[src/rtl/uart_pkg.sv]
// uart_pkg: shared definitions for the UART receiver (and the future transmitter).
//   rx_state_e  - receiver FSM states
//   OVERSAMPLE  - ticks per bit (16)
//   SAMPLE_*    - sample counts at which the line is captured (7, 8, 9)
//   DATA_BITS   - data bits per frame (8)
//   maj3()      - 2-of-3 majority vote
package uart_pkg;

    typedef enum logic [2:0] {
        IDLE,
        START,
        DATA,
        STOP,
        BREAK
    } rx_state_e;

    localparam int OVERSAMPLE = 16;
    localparam int SAMPLE_LO  = 7;
    localparam int SAMPLE_MID = 8;
    localparam int SAMPLE_HI  = 9;
    localparam int DATA_BITS  = 8;

    function automatic logic maj3(input logic a, input logic b, input logic c);
        return (a & b) | (a & c) | (b & c);
    endfunction

endpackage

[src/rtl/uart_baud_tick.sv]
// uart_baud_tick: oversampling tick generator.
//   clk_i  - system clock
//   rst_ni - asynchronous active-low reset
//   clear  - holds the divider at 0 (restart point of the bit timing)
//   tick   - one-cycle pulse every DIV clocks, DIV = CLK_FREQ/(BAUD*OVERSAMPLE)
module uart_baud_tick
    import uart_pkg::*;
#(
    parameter int CLK_FREQ = 50_000_000,
    parameter int BAUD     = 115_200
) (
    input  logic clk_i,
    input  logic rst_ni,
    input  logic clear,
    output logic tick
);

    localparam int DIV = CLK_FREQ / (BAUD * OVERSAMPLE);
    localparam int CW  = (DIV > 1) ? $clog2(DIV) : 1;

    logic [CW-1:0] cnt_q, cnt_d;

    assign tick = !clear && (cnt_q == CW'(DIV - 1));

    always_comb begin
        cnt_d = cnt_q + CW'(1);
        if (clear || tick) cnt_d = '0;
    end

    always_ff @(posedge clk_i or negedge rst_ni) begin
        if (!rst_ni) cnt_q <= '0;
        else         cnt_q <= cnt_d;
    end

endmodule

[src/rtl/uart_rx.sv]
// uart_rx: 8N1 asynchronous serial receiver, LSB first, 16x oversampled.
//   CLOCK_50   - system clock
//   RESET_N    - asynchronous active-low reset
//   UART_RX    - raw serial line (idle high, asynchronous)
//   RX_DATA    - received byte, stable while RX_VALID
//   RX_VALID   - byte available
//   RX_READY   - consumer accepts on RX_VALID && RX_READY
//   RX_FERR    - framing error of the byte in RX_DATA
//   RX_OVERRUN - one-cycle pulse when a completed byte is dropped
//   RX_BUSY    - receiver not idle
module uart_rx
    import uart_pkg::*;
#(
    parameter int CLK_FREQ = 50_000_000,
    parameter int BAUD     = 115_200
) (
    input  logic       CLOCK_50,
    input  logic       RESET_N,
    input  logic       UART_RX,
    output logic [7:0] RX_DATA,
    output logic       RX_VALID,
    input  logic       RX_READY,
    output logic       RX_FERR,
    output logic       RX_OVERRUN,
    output logic       RX_BUSY
);

    rx_state_e  state_q, state_d;
    logic [1:0] sync_q;
    logic [3:0] scnt_q, scnt_d;
    logic [2:0] bidx_q, bidx_d;
    logic       s_lo_q, s_lo_d, s_mid_q, s_mid_d;
    logic [7:0] shift_q, shift_d, data_q, data_d;
    logic       valid_q, valid_d, ferr_q, ferr_d, ovr_q, ovr_d;

    logic       rx_s, tick, maj, decide, bit_end;
    logic [3:0] scnt_nxt;

    assign rx_s = sync_q[1];

    uart_baud_tick #(
        .CLK_FREQ (CLK_FREQ),
        .BAUD     (BAUD)
    ) u_tick (
        .clk_i  (CLOCK_50),
        .rst_ni (RESET_N),
        .clear  (state_q == IDLE),
        .tick   (tick)
    );

    // scnt counts ticks elapsed in the current bit; the captures happen on
    // the ticks that bring it to 7 and 8, and the vote on the tick that
    // brings it to 9, i.e. about 0.56 bit after the bit's leading edge.
    assign scnt_nxt = scnt_q + 4'd1;
    assign decide   = tick && (scnt_nxt == 4'(SAMPLE_HI));
    assign bit_end  = tick && (scnt_q == 4'(OVERSAMPLE - 1));
    assign maj      = maj3(s_lo_q, s_mid_q, rx_s);

    always_comb begin
        state_d = state_q;
        scnt_d  = scnt_q;
        bidx_d  = bidx_q;
        s_lo_d  = s_lo_q;
        s_mid_d = s_mid_q;
        shift_d = shift_q;
        data_d  = data_q;
        valid_d = valid_q;
        ferr_d  = ferr_q;
        ovr_d   = 1'b0;

        if (tick) begin
            scnt_d = scnt_nxt;
            if (scnt_nxt == 4'(SAMPLE_LO))  s_lo_d  = rx_s;
            if (scnt_nxt == 4'(SAMPLE_MID)) s_mid_d = rx_s;
        end

        if (valid_q && RX_READY) valid_d = 1'b0;

        unique case (state_q)
            IDLE: begin
                scnt_d = '0;
                bidx_d = '0;
                if (!rx_s) state_d = START;
            end
            START: begin
                if (decide && maj)  state_d = IDLE;   // false start
                else if (bit_end) begin
                    state_d = DATA;
                    bidx_d  = '0;
                end
            end
            DATA: begin
                if (decide) shift_d = {maj, shift_q[7:1]};
                if (bit_end) begin
                    if (bidx_q == 3'(DATA_BITS - 1)) state_d = STOP;
                    else                             bidx_d  = bidx_q + 3'd1;
                end
            end
            STOP: begin
                if (decide) begin
                    // A held byte that is accepted this very cycle makes room.
                    if (!valid_q || RX_READY) begin
                        data_d  = shift_q;
                        ferr_d  = !maj;
                        valid_d = 1'b1;
                    end else begin
                        ovr_d = 1'b1;
                    end
                    state_d = maj ? IDLE : BREAK;
                end
            end
            BREAK: begin
                if (rx_s) state_d = IDLE;
            end
            default: state_d = IDLE;
        endcase
    end

    always_ff @(posedge CLOCK_50 or negedge RESET_N) begin
        if (!RESET_N) begin
            sync_q  <= 2'b11;
            state_q <= IDLE;
            scnt_q  <= '0;
            bidx_q  <= '0;
            s_lo_q  <= 1'b1;
            s_mid_q <= 1'b1;
            shift_q <= '0;
            data_q  <= '0;
            valid_q <= 1'b0;
            ferr_q  <= 1'b0;
            ovr_q   <= 1'b0;
        end else begin
            sync_q  <= {sync_q[0], UART_RX};
            state_q <= state_d;
            scnt_q  <= scnt_d;
            bidx_q  <= bidx_d;
            s_lo_q  <= s_lo_d;
            s_mid_q <= s_mid_d;
            shift_q <= shift_d;
            data_q  <= data_d;
            valid_q <= valid_d;
            ferr_q  <= ferr_d;
            ovr_q   <= ovr_d;
        end
    end

    assign RX_DATA    = data_q;
    assign RX_VALID   = valid_q;
    assign RX_FERR    = ferr_q;
    assign RX_OVERRUN = ovr_q;
    assign RX_BUSY    = (state_q != IDLE);

endmodule
[config.mk]
export PLATFORM = sky130hd
export DESIGN_NAME = uart_rx
export DESIGN_NICKNAME = d
export VERILOG_FILES = /design/src/rtl/uart_pkg.sv /design/src/rtl/uart_baud_tick.sv /design/src/rtl/uart_rx.sv
export SDC_FILE = /design/constraint.sdc
export NUM_CORES = 1
export LEC_CHECK = 0
export CORE_MARGIN = 2
export CORE_UTILIZATION = 52
export CTS_BUF_LIST = sky130_fd_sc_hd__clkbuf_8
export CTS_CLUSTER_DIAMETER = 30
export DETAILED_ROUTE_END_ITERATION = 10
export PLACE_DENSITY = 0.73
export SYNTH_ARGS = -nofsm -noshare
export SYNTH_HDL_FRONTEND = slang
export SYNTH_HIERARCHICAL = 1
export SYNTH_SLANG_ARGS = --single-unit
[constraint.sdc]
create_clock -name CLOCK_50 -period 4.71 [get_ports CLOCK_50]
set_input_delay 0.942 -clock CLOCK_50 [delete_from_list [all_inputs] [get_ports CLOCK_50]]
set_output_delay 0.942 -clock CLOCK_50 [all_outputs]
set_load 0.02 [all_outputs]
; ---- Yosys cells after proc, flatten, opt, wreduce, memory -nomap -nowiden
; Index checks and enable logic that the tools add are counted.
[word_totals]
output_inout_bits = 12
reg_bits = 38
wordCells = 83
[classes]
muxes = 24
reduce_logical = 20
addsub = 3
bitwise_logic = 5
n_eq_ne = 19
[ops]
columns = cell, count
row1 = two-way mux 3 bit, 12
row2 = "!= test 2 bit, second input constant", 8
row3 = case mux 3 bit (5 select lines), 1
row4 = "== test 4 bit, second input constant", 3
row5 = case mux 3 bit (3 select lines), 1
row6 = two-way mux 4 bit, 2
row7 = two-way mux 1 bit, 7
row8 = "== test 3 x 2 -> 1 bit, second input constant", 2
row9 = "== test 3 bit, second input constant", 2
row10 = AND reduction 2 bit, 3
row11 = AND reduction 6 bit, 1
row12 = nonzero test 3 bit, 2
row13 = "adder 5 x 1 -> 5 bit, second input constant", 1
row14 = "== test 5 bit, second input constant", 1
row15 = logical AND 1 bit, 5
row16 = two-way mux 5 bit, 1
row17 = AND reduction 5 bit, 1
row18 = "adder 4 x 1 -> 4 bit, second input constant", 1
row19 = "== test 4 x 3 -> 1 bit, second input constant", 1
row20 = "adder 3 x 1 -> 3 bit, second input constant", 1
row21 = bitwise AND 1 bit, 3
row22 = "== test 3 x 1 -> 1 bit, second input constant", 1
row23 = zero test 1 bit, 3
row24 = zero test 3 bit, 1
row25 = 5 further kinds, 7

; ---- Longest topological paths before layout
[logic_depth]
ltp_word = 7
depth_mapped = 11
ltp_nobuf = 8

; ---- Cells and area by module
; Netlist, hierarchy kept.
[modules_own_cells]
columns = module, cells_each, area_per_inst_um2, seq_area_each_um2, n_inst
row1 = uart_rx, 135, 1654.1, 830.8, 1
row2 = uart_baud_tick, 23, 275.3, 125.1, 1

; ---- Least setup slack after synthesis
; OpenSTA, ideal clock, no wires.
[synth_timing]
path_kind = register -> register
startpoint = register state_q[0]
endpoint = register data_q[0] (netlist: RX_DATA[0])
t_arrival_ns = 2.393
stages_incl_launch_ff = 10
synth_period_minus_slack_ns = 2.518
path_slack_ns = 2.192
cell_sequence = dfrtp_1 clkbuf_1 nor3_1 nor2b_1 buf_2 nand4_1 o21ba_1 o211a_1 buf_6 mux2_4
[synth_via]
elab_chain_len = 5
elab_cells_between_ends = 6
classes_between = eq/ne (1) / reduce/logical (5)
[synth_rtl]
columns = item, line_no
row1 = from (decl), uart_rx.sv:28  ; rx_state_e state_q, state_d;
row2 = from (signal assigned), uart_rx.sv:134  ; state_q <= state_d;
row3 = zero test 3 bit, uart_rx.sv:47  ; .clear (state_q == IDLE),
row4 = zero test 1 bit, uart_baud_tick.sv:23  ; assign tick = !clear && (cnt_q == CW'(DIV - 1));
row5 = logical AND 1 bit, uart_baud_tick.sv:23
row6 = named net tick, uart_rx.sv:36  ; logic rx_s, tick, maj, decide, bit_end;
row7 = logical AND 1 bit, uart_rx.sv:55  ; assign decide = tick && (scnt_nxt == 4'(SAMPLE_HI));
row8 = AND reduction 3 bit (no source line), n/a
row9 = to (signal assigned), uart_rx.sv:140  ; data_q <= data_d;
row10 = to (decl), uart_rx.sv:33  ; logic [7:0] shift_q, shift_d, data_q, data_d;
; The timed path passes the listed nets, and every way through them passes these cells.
; A chain may end at the register's enable or synchronous reset.

; ---- Final worst setup path
[layout_timing]
startpoint = register state_q[0]
endpoint = output RX_BUSY
[layout_via]
elab_chain_len = 1
[layout_rtl]
columns = item, line_no
row1 = nonzero test 3 bit, uart_rx.sv:151  ; assign RX_BUSY = (state_q != IDLE);
row2 = to (decl), uart_rx.sv:25  ; output logic RX_BUSY
; Every way passes these cells.

==> results.toml <==
[floorplanning]
die_y_um = 64.9
fp.dieW_um = 64.9
die-area_mm2 = 0.00421
ios = 16
num_rows = 22
core_mm2 = 0.00361
start_util_pct = 53.5

[logic_synthesis]
synth_seq_cells = 38
ys.flop_type = "dfrtp_1"
synth.top_cells.by_count = "34 x dfrtp_1, 10 x nor2_1, 9 x mux2_4"
yosysSeqAreaShare_pct = 49.5
yosys.area.top_type = "dfrtp_1"
synth_cell_types = 45
synthTopCellsByArea = "dfrtp_1 44%, mux2_4 7.0%, dfstp_2 5.4%"
mappedNetlistArea_mm2 = 0.00193
postSynthCellCount = 158
synth-warning-count = 6
async_reset_ff_share_pct = 100
synth_top_area_share_pct = 44.1
syn-mean-instance-area_um2 = 12.2
synthesis.nets = 170
yosys.cell_count.top_type = "dfrtp_1"
synth_edf_count = 0

[global_route]
grt_pass1_vias = 1238
grt_util_all_layers_pct = 17.3
overflow = 0
antenna_found_initial = 0
grt_pass1_wl_um = 5640
grt_max_degree = 39

[clocking]
clock_sinks = 38
ctsHoldBuffers = 0
cts-buffers-inserted = 5
post_cts_resized = 0
tritoncts = "yes"
cts_setup_buffers = 0
cts_root_buf = "clkbuf_8"
clkTransAtPathRegs_ns = 0.07
htreeDepth = 2
cts.path.max_buffers = 2
clock_latency_ns = 0.29

[drt]
vias = 1274
firstDrtPassIters = 4
drtAntennaViolNets = 0
drtIter0Drc = 84
wl_per_cell_um = 15.2
vias_per_cell = 5.76
drc = 0
routed_wl_um = 3360

[place]
io_buffer_count = 15
hpwl_um = 2320
placedCellCount = 213
gp_congestion = 0.777
dp_slack_ns = 1.55

[outcome]
status = "finished clean"

[worst_setup_path]
slowest_stage = "nor3_1"
crit_family = "simple AND/OR/NAND/NOR gates"
critPathArrivalTime_ns = 2.45
cp_num_buf_inv = 2
cp.required_ns = 3.77
critPathCaptureType = "output port"
critPathMaxStageDelay_ns = 0.97
crit_fanout = 14
start_kind = "register"
crit_type = "register to output port"
crit_chain = "nor3_1 -> inv_1 -> clkdlybuf4s50_1"

[layout]
nNetsFinal = 184
drive_gt1_share_pct = 22.5
stdcell_count = 221
antenna-diode-count = 0
area_growth_pct = 12.8
fin_util_pct = 60.3

[timing]
tns_ns = 0
hold_violations = 0
finalCriticalPeriod_ns = 3.39
worst_pin_slew_ns = 1.15
finalSetupViolCount = 0
rsz0062_at_grt = "no"
slew_violations = 0
clock_skew_ns = 0.00113
max_freq_mhz = 295
setup_ws_ns = 1.32
fin_crit_sh_pct = 72.1
slew_headroom_pct = 22.4

[job]
maxCapViolations = 0

[power]
powerDensity_mw_per_mm2 = 262
irDropWorstVdd_uv = 119
p_leak_nw = 1.02

[min_path]
min_path_type = "register to register"
==> layout make-up <==
class | count | area [µm²]
Clock buffer | 6 | 82.6
Clock inverter | 2 | 12.5
Fill cell | 292 | 1430
Inverter | 5 | 18.8
Multi-Input combinational cell | 107 | 901
Sequential cell | 38 | 956
Tap cell | 48 | 60.1
Timing Repair Buffer | 15 | 145
==> stage by stage <==
step | total power, mW | hold slack [ns] | cell area (µm²)
global placement | 0.343 | 0.348 | 2080
floorplan | 0.335 | 0.345 | 1930
finish | 0.571 | 0.358 | 2180
global route | 0.594 | 0.367 | 2180
CTS | 0.577 | 0.361 | 2180
detailed placement | 0.344 | 0.349 | 2080
==> cell usage in the layout, fill, tap and decap left out, drive strengths merged, types with 3 or more instances in the layout <==
cell,n
dfrtp,34
mux2,19
clkdlybuf4s50,14
nor2,10
ha,8
nor3,6
nor2b,6
clkbuf,6
a21oi,6
inv,5
nand2,5
o21ai,4
dfstp,4
and4,4
nand4,3
o211ai,3
o21bai,3
==> power by group <==
| part | internal, mW | leakage, nW | switching [mW] |
|---|---|---|---|
| clock network | 0.118 | 0.0472 | 0.116 |
| logic | 0.00200 | 0.476 | 0.00646 |
| registers | 0.328 | 0.492 | 0.000826 |
==> layer usage <==
layer | track usage (%) | vias up | share of wire (%)
met5 | 0 | - | 0
met4 | 5.85 | 0 | 1.3
met3 | 4.69 | 5 | 5.3
met2 | 28.2 | 37 | 49
met1 | 22.3 | 630 | 45
li1 | - | 602 | -
==> registers in the layout, summed over array words and instances, names as in the netlist <==
name and count:
s_mid_q 1, bidx_q 3, state_q 3, RX_DATA 8, s_lo_q 1, RX_FERR 1, RX_OVERRUN 1, scnt_q 4
sync_q 2, u_tick/cnt_q 5, shift_q 8, RX_VALID 1
==> worst paths after layout <==
path                                        start                endpoint  slack (ns)  cells after the start
max reg2reg                state_q[0]$_DFFE_PN0P_  RX_DATA[4]$_DFFE_PN0P_        1.48                      6
min                           sync_q[0]$_DFF_PN1_     sync_q[1]$_DFF_PN1_        0.36                      0
max                        state_q[0]$_DFFE_PN0P_                 RX_BUSY        1.32                      3
min reg2reg                   sync_q[0]$_DFF_PN1_     sync_q[1]$_DFF_PN1_        0.36                      0
min in group asynchronous                 RESET_N  RX_DATA[5]$_DFFE_PN0P_        0.75                      1
max in group asynchronous                 RESET_N   scnt_q[2]$_DFFE_PN0P_        3.45                      1
==> logic make-up (layout without fill, tap and decap cells) <==
group	after synthesis	after routing	synth area share [%]
AO/OA/AOI/OAI	28	28	11.0
multiplexers	20	20	13.4
flip-flops	38	38	49.5
buffers and inverters	13	28	3.76
XOR/XNOR	4	4	1.82
AND/OR/NAND/NOR	46	46	14.8
adder cells (fa/ha/maj)	9	9	5.71
Note: power is estimated with default switching activity, not from simulation.
